===== config.mk =====
export PLATFORM = sky130hd
export DESIGN_NAME = ddr_tx_serializer
export DESIGN_NICKNAME = d
export VERILOG_FILES = /design/src/rtl/ddr_tx_serializer.sv
export SDC_FILE = /design/constraint.sdc
export NUM_CORES = 1
export LEC_CHECK = 0
export BUFFER_PORTS_ARGS = -buffer_cell sky130_fd_sc_hd__buf_2
export CAP_MARGIN = 20
export CORE_AREA = 4 4 41 43
export DETAILED_ROUTE_END_ITERATION = 7
export DIE_AREA = 0 0 45 47
export MAX_ROUTING_LAYER = met4
export PLACE_DENSITY = 0.66
export SYNTH_ARGS = -nofsm -noshare
export SYNTH_HDL_FRONTEND = slang
export SYNTH_SLANG_ARGS = --single-unit
export TNS_END_PERCENT = 50

===== constraint.sdc =====
create_clock -name clk -period 1.58 [get_ports clk]
set_input_delay 0.237 -clock clk [delete_from_list [all_inputs] [get_ports clk]]
set_output_delay 0.237 -clock clk [all_outputs]
set_load 0.05 [all_outputs]

===== src/rtl/ddr_tx_serializer.sv =====
// Parallel-to-DDR transmit gearbox: slices each 2*WIDTH*RATIO word into RATIO (high, low) lane beats.
// Optional link-training pattern generator enabled by defining DDR_TX_SERIALIZER_TRAIN_EN.
module ddr_tx_serializer #(
    parameter int unsigned WIDTH    = 1,
    parameter int unsigned RATIO    = 4,
    parameter bit          IDLE_VAL = 1'b0
) (
    input  logic                     clk,
    input  logic                     rst,
    input  logic [2*WIDTH*RATIO-1:0] in_data,
    input  logic                     in_valid,
`ifdef DDR_TX_SERIALIZER_TRAIN_EN
    input  logic                     train_req,
`endif
    output logic                     in_ready,
    output logic [WIDTH-1:0]         ddr_h,
    output logic [WIDTH-1:0]         ddr_l,
    output logic                     ddr_en,
    output logic                     ddr_sow,
    output logic                     underrun
);

    localparam int unsigned WordW = 2 * WIDTH * RATIO;
    localparam int unsigned BeatW = 2 * WIDTH;
    localparam int unsigned CntW  = (RATIO > 1) ? $clog2(RATIO) : 1;
    localparam logic [CntW-1:0] LastBeat = CntW'(RATIO - 1);

`ifdef DDR_TX_SERIALIZER_TRAIN_EN
    typedef enum logic [1:0] {StIdle, StShift, StTrain} state_e;
`else
    typedef enum logic [1:0] {StIdle, StShift} state_e;
`endif

    state_e            state_q;
    logic [CntW-1:0]   beat_cnt_q;
    logic [WordW-1:0]  shreg_q;

    logic last_beat;
    logic at_boundary;
    logic train_go;
    logic xfer;

    assign last_beat   = (state_q == StShift) && (beat_cnt_q == LastBeat);
    // A new word (or training) may only start between words.
    assign at_boundary = (state_q == StIdle) || last_beat;

`ifdef DDR_TX_SERIALIZER_TRAIN_EN
    assign train_go = at_boundary && train_req;
`else
    assign train_go = 1'b0;
`endif

    assign in_ready = !rst && at_boundary && !train_go;
    assign xfer     = in_valid && in_ready;

    always_ff @(posedge clk) begin
        if (rst) begin
            state_q    <= StIdle;
            beat_cnt_q <= '0;
            shreg_q    <= '0;
            ddr_h      <= {WIDTH{IDLE_VAL}};
            ddr_l      <= {WIDTH{IDLE_VAL}};
            ddr_en     <= 1'b0;
            ddr_sow    <= 1'b0;
            underrun   <= 1'b0;
        end else begin
            ddr_sow  <= 1'b0;
            underrun <= 1'b0;
            if (xfer) begin
                // Beat 0 goes straight to the outputs; the shifter keeps the rest.
                state_q    <= StShift;
                beat_cnt_q <= '0;
                shreg_q    <= in_data >> BeatW;
                ddr_h      <= in_data[WIDTH-1:0];
                ddr_l      <= in_data[BeatW-1:WIDTH];
                ddr_en     <= 1'b1;
                ddr_sow    <= 1'b1;
`ifdef DDR_TX_SERIALIZER_TRAIN_EN
            end else if (train_go || (state_q == StTrain && train_req)) begin
                // High phase 1, low phase 0 gives a clock-like 1010 on the wire.
                state_q    <= StTrain;
                beat_cnt_q <= '0;
                ddr_h      <= '1;
                ddr_l      <= '0;
                ddr_en     <= 1'b0;
`endif
            end else if (state_q == StShift && !last_beat) begin
                beat_cnt_q <= beat_cnt_q + 1'b1;
                shreg_q    <= shreg_q >> BeatW;
                ddr_h      <= shreg_q[WIDTH-1:0];
                ddr_l      <= shreg_q[BeatW-1:WIDTH];
                ddr_en     <= 1'b1;
            end else begin
                // Idle, end of a word with nothing queued, or leaving training.
                state_q    <= StIdle;
                beat_cnt_q <= '0;
                ddr_h      <= {WIDTH{IDLE_VAL}};
                ddr_l      <= {WIDTH{IDLE_VAL}};
                ddr_en     <= 1'b0;
                underrun   <= last_beat;
            end
        end
    end

endmodule

Word level (Yosys, flattened, before mapping)
Index checks and enable logic that the tools add are counted.
- output and inout bits: 6
- register bits: 14
- input port bits: 11
- word-level logic and storage cells: 34
- add/sub/neg operators: 1
- reductions and logical operators: 11
- eq/ne operators: 2
- bitwise gates (word level): 1
- muxes and demuxes: 11
- operator list (kind ; number):
    2-to-1 mux 6 bit ; 2
    2-to-1 mux 1 bit ; 9
    OR reduction 3 bit ; 2
    logical AND 1 bit ; 4
    adder 2 x 1 -> 2 bit (second input constant) ; 1
    equality test 2 bit (second input constant) ; 1
    zero test 1 bit ; 2
    zero test 2 bit ; 1
    inequality test 2 bit (second input constant) ; 1
    nonzero test 2 bit ; 1
    logical OR 1 bit ; 1
    NOT 1 bit ; 1

Depth between registers and ports, before layout
- depth in word-level cells: 6
- gate-level depth with buffers: 5
- gate-level depth less buffers: 4

Worst setup path before layout
Ideal clock, no wire load.
- path kind: register to register
- from: register beat_cnt_q[0]
- to: register ddr_sow
- required time: 1.518 ns
- path slack: -0.069 ns
- arrival: 1.587 ns
- buffers on the path: 0
- stages on the path, launching flop included: 5
- path through: dfxtp_1 ha_1 and2b_1 nor2_1 and2_1
- longest elaborated chain between the ends: 6
- RTL lines (item ; line ; RTL):
    start, declared ; 35 ; logic [CntW-1:0] beat_cnt_q;
    start signal, assigned ; 88 ; beat_cnt_q <= beat_cnt_q + 1'b1;
    equality test 2 bit ; 43 ; assign last_beat = (state_q == StShift) && (beat_cnt_q == LastBeat);
    logical AND 1 bit ; 43 ;
    logical OR 1 bit ; 45 ; assign at_boundary = (state_q == StIdle) || last_beat;
    logical AND 1 bit ; 53 ; assign in_ready = !rst && at_boundary && !train_go;
    via in_ready ; 15 ; output logic in_ready,
    logical AND 1 bit ; 54 ; assign xfer = in_valid && in_ready;
    2-to-1 mux 1 bit ; 69 ; if (xfer) begin
    end signal, assigned ; 64 ; ddr_sow <= 1'b0;
    end signal, assigned ; 67 ; ddr_sow <= 1'b0;
    end signal, assigned ; 77 ; ddr_sow <= 1'b1;
    end, declared ; 19 ; output logic ddr_sow,
The timed path passes the listed nets, and every way through them passes these cells.
A chain may end at the register's enable or synchronous reset.

Final worst setup path
- from: register beat_cnt_q[0]
- to: output port in_ready
- longest elaborated chain between the ends: 4
- RTL lines (item ; line):
    equality test 2 bit ; 43
    logical AND 1 bit ; 43
    logical OR 1 bit ; 45
    logical AND 1 bit ; 53
    end, declared ; 15
No other way between the ends.

==> results_dict.tcl <==
set metrics [dict create \
    areaGrowthSynthToFinish_pct 23.8 \
    final_common_cell "buf_2" \
    rr_worst_depth 5 \
    grt_first_pass_wirelength_mm 1.52 \
    drv_slew 0 \
    n_antenna_cell 0 \
    max_stage_delay_ns 0.33 \
    fin_skew_ns 0.00727 \
    overflow 0 \
    layout_common_cells "buf_2, dfxtp_1, nor2_1" \
    drt_wl_total_um 952 \
    dieArea_um2 2120 \
    ys_warn_count 0 \
    num_rows 13 \
    wire_per_inst_um 11.3 \
    start_util_pct 42.0 \
    crit_chain "ha_1 -> and2b_2 -> nor2_4 -> buf_6" \
    tns_ns 0 \
    comb_power_share_pct 15.5 \
    synth_cell_types 15 \
    die_y_um 47 \
    drc_errors 0 \
    cellPowerDensity_nw_per_um2 1110 \
    crit_slowest_cell "dfxtp_1" \
    grt_pass1_vias 373 \
    crit_required_ns 1.34 \
    switching_share_pct 25.6 \
    cts_tree "done" \
    fmax_mhz 664 \
    track_usage_pct 11.0 \
    worstMarginPinSlew_ns 0.325 \
    reg2reg_slack_ns 0.37 \
    holdPathStages 3 \
    drtPass1Iterations 2 \
    cts_sinks 14 \
    drt_iter0_markers 2 \
    cts_buffers 3 \
    min_to "ddr_l" \
    hold_class "primary input to flip-flop" \
    root_buffer "clkbuf_4" \
    power_leakage_nw 0.308 \
    hp-start "in_data[1]" \
    clockBufferDepth 2 \
    end_kind "output pin" \
    drive_gt1_share_pct 42.0 \
    antenna_found_initial 0 \
    drtAntennaViolNets 0 \
    cp-start-kind "flip-flop" \
    p_clk_share_pct 33.5 \
    holdWs_ns 0.224 \
    hold_violations 0 \
    syn_inst 51 \
    fill_cells 129 \
    vdd_drop_max_v 0.000575 \
    hpwlAfterDp_um 675 \
    seqPwrFrac_pct 51.0 \
    yosysSeqAreaShare_pct 51.3 \
    vias 412 \
    io_buffers 16 \
    maxCapViolCount 0 \
    syn_area_per_cell_um2 10.7 \
    reg2reg_from "beat_cnt_q[0]" \
    fin_crit_sh_pct 95.3 \
    worst_skew_pair.late_latency_ns 0.28 \
    core_um2 1300 \
    crit_type "flip-flop to output pin" \
    cts-htree-levels 1 \
    p_int_w 0.000558 \
    synth-seq-cells 14 \
    grt_start_max_net_pins 15 \
    reg2reg_to "ddr_en" \
    path_clk_slew_ns 0.08 \
    cp.arrival_ns 1.27 \
    status "completed" \
    netlist_area_um2 547 \
    synth_nets 63 \
    nets 82 \
    finalSetupViolations 0 \
    rsz0062_at_grt "false" \
    die-width_um 45 \
    io_pins 17 \
    gp_congestion 0.689 \
    slew_headroom_pct 78.3 \
    power_switching_w 0.000191 \
    viasPerCell 4.90 \
    fin_crit_ns 1.51 \
    path_max_fanout 3 \
]
cells by family (layout without fill, tap and decap cells):
logic type      Yosys count  after routing  share of synthesized area, %
flops                    14             14                          51.3
fa+ha+maj                 1              1                          2.29
mux                       6              6                          11.0
simple gates             21             21                          19.5
buf+inv                   3             21                          5.03
compound gates            6              6                          11.0
stage by stage:
step                instance area, um2  instances  total power, W  setup slack (ns)  util, %
floorplan                          549         51        0.000477             0.184        -
global placement                   621         79        0.000499             0.265     47.7
detailed placement                 621         79        0.000501             0.234     47.7
CTS                                672         84        0.000757            0.0405     51.6
global route                       677         84        0.000783            0.0204     52.0
finish                             677         84        0.000749            0.0742     52.0
what timing repair did:
item | 4_1_cts | 5_1_grt
gates resized for setup | 3 | 1
hold buffers | 0 | 0
setup buffers | 1 | 0
pin swaps | 0 | 0
hold endpoints to repair | 0 | 0
setup endpoints to repair | 1 | 1
flip-flops by register name (all words and copies together) (netlist names):
name        flops
shreg_q         6
ddr_l           1
underrun        1
beat_cnt_q      2
ddr_h           1
ddr_en          1
state_q         1
ddr_sow         1
power by group through the flow:
stage | clock network (W) | registers [W] | logic (W)
after detailed placement | 0 | 0.000391 | 0.000110
after global placement | 0 | 0.000390 | 0.000108
after floorplan | 0 | 0.000411 | 0.0000662
after global routing | 0.000271 | 0.000385 | 0.000127
final | 0.000251 | 0.000382 | 0.000116
after CTS | 0.000258 | 0.000383 | 0.000116
cell type report:
class | count | area [um2] | share of cell area [%]
Multi-Input combinational cell | 34 | 248 | 36.6
Clock buffer | 4 | 36.3 | 5.36
Timing Repair Buffer | 17 | 93.8 | 13.9
Tap cell | 15 | 18.8 | 2.77
Sequential cell | 14 | 280 | 41.4
cell usage after synthesis:
cell,n,area (um2)
dfxtp_1,14,280
nor2_1,8,30.0
mux2i_1,6,60.1
a211oi_2,4,50.1
nor3_1,4,20.0
nand2_1,3,11.3
a21oi_1,2,10.0
buf_6,2,22.5
nand3_1,2,10.0
and2_1,1,6.26
and2b_1,1,7.51
buf_2,1,5.00
ha_1,1,12.5
nand2b_2,1,8.76
nor3b_2,1,12.5
layer usage:
layer	share of wire, %	up-vias	global-route usage (%)
met2	46	13	16.1
met1	43	183	10.9
met4	1.3	0	7.02
met5	0	-	-
li1	-	214	-
met3	8.9	2	6.90
how the worst max path moves through the flow:
stage                        from  endpoint  slack [ns]  cells after the start
floorplan           beat_cnt_q[0]   ddr_sow        0.18                      4
global placement    beat_cnt_q[0]  in_ready        0.27                      4
detailed placement  beat_cnt_q[0]  in_ready        0.23                      4
CTS                 beat_cnt_q[0]  in_ready        0.04                      4
global route        beat_cnt_q[0]  in_ready        0.02                      4
finish              beat_cnt_q[0]  in_ready        0.07                      4
critical path: cells and delay by family, from the launching register on:
kind	cells	cell delay, ns
AND/OR/NAND/NOR	2	0.33
buffers and inverters	1	0.16
flip-flops	1	0.33
adder cells (fa/ha/maj)	1	0.17
No activity file was read; power rests on OpenSTA's default activity.
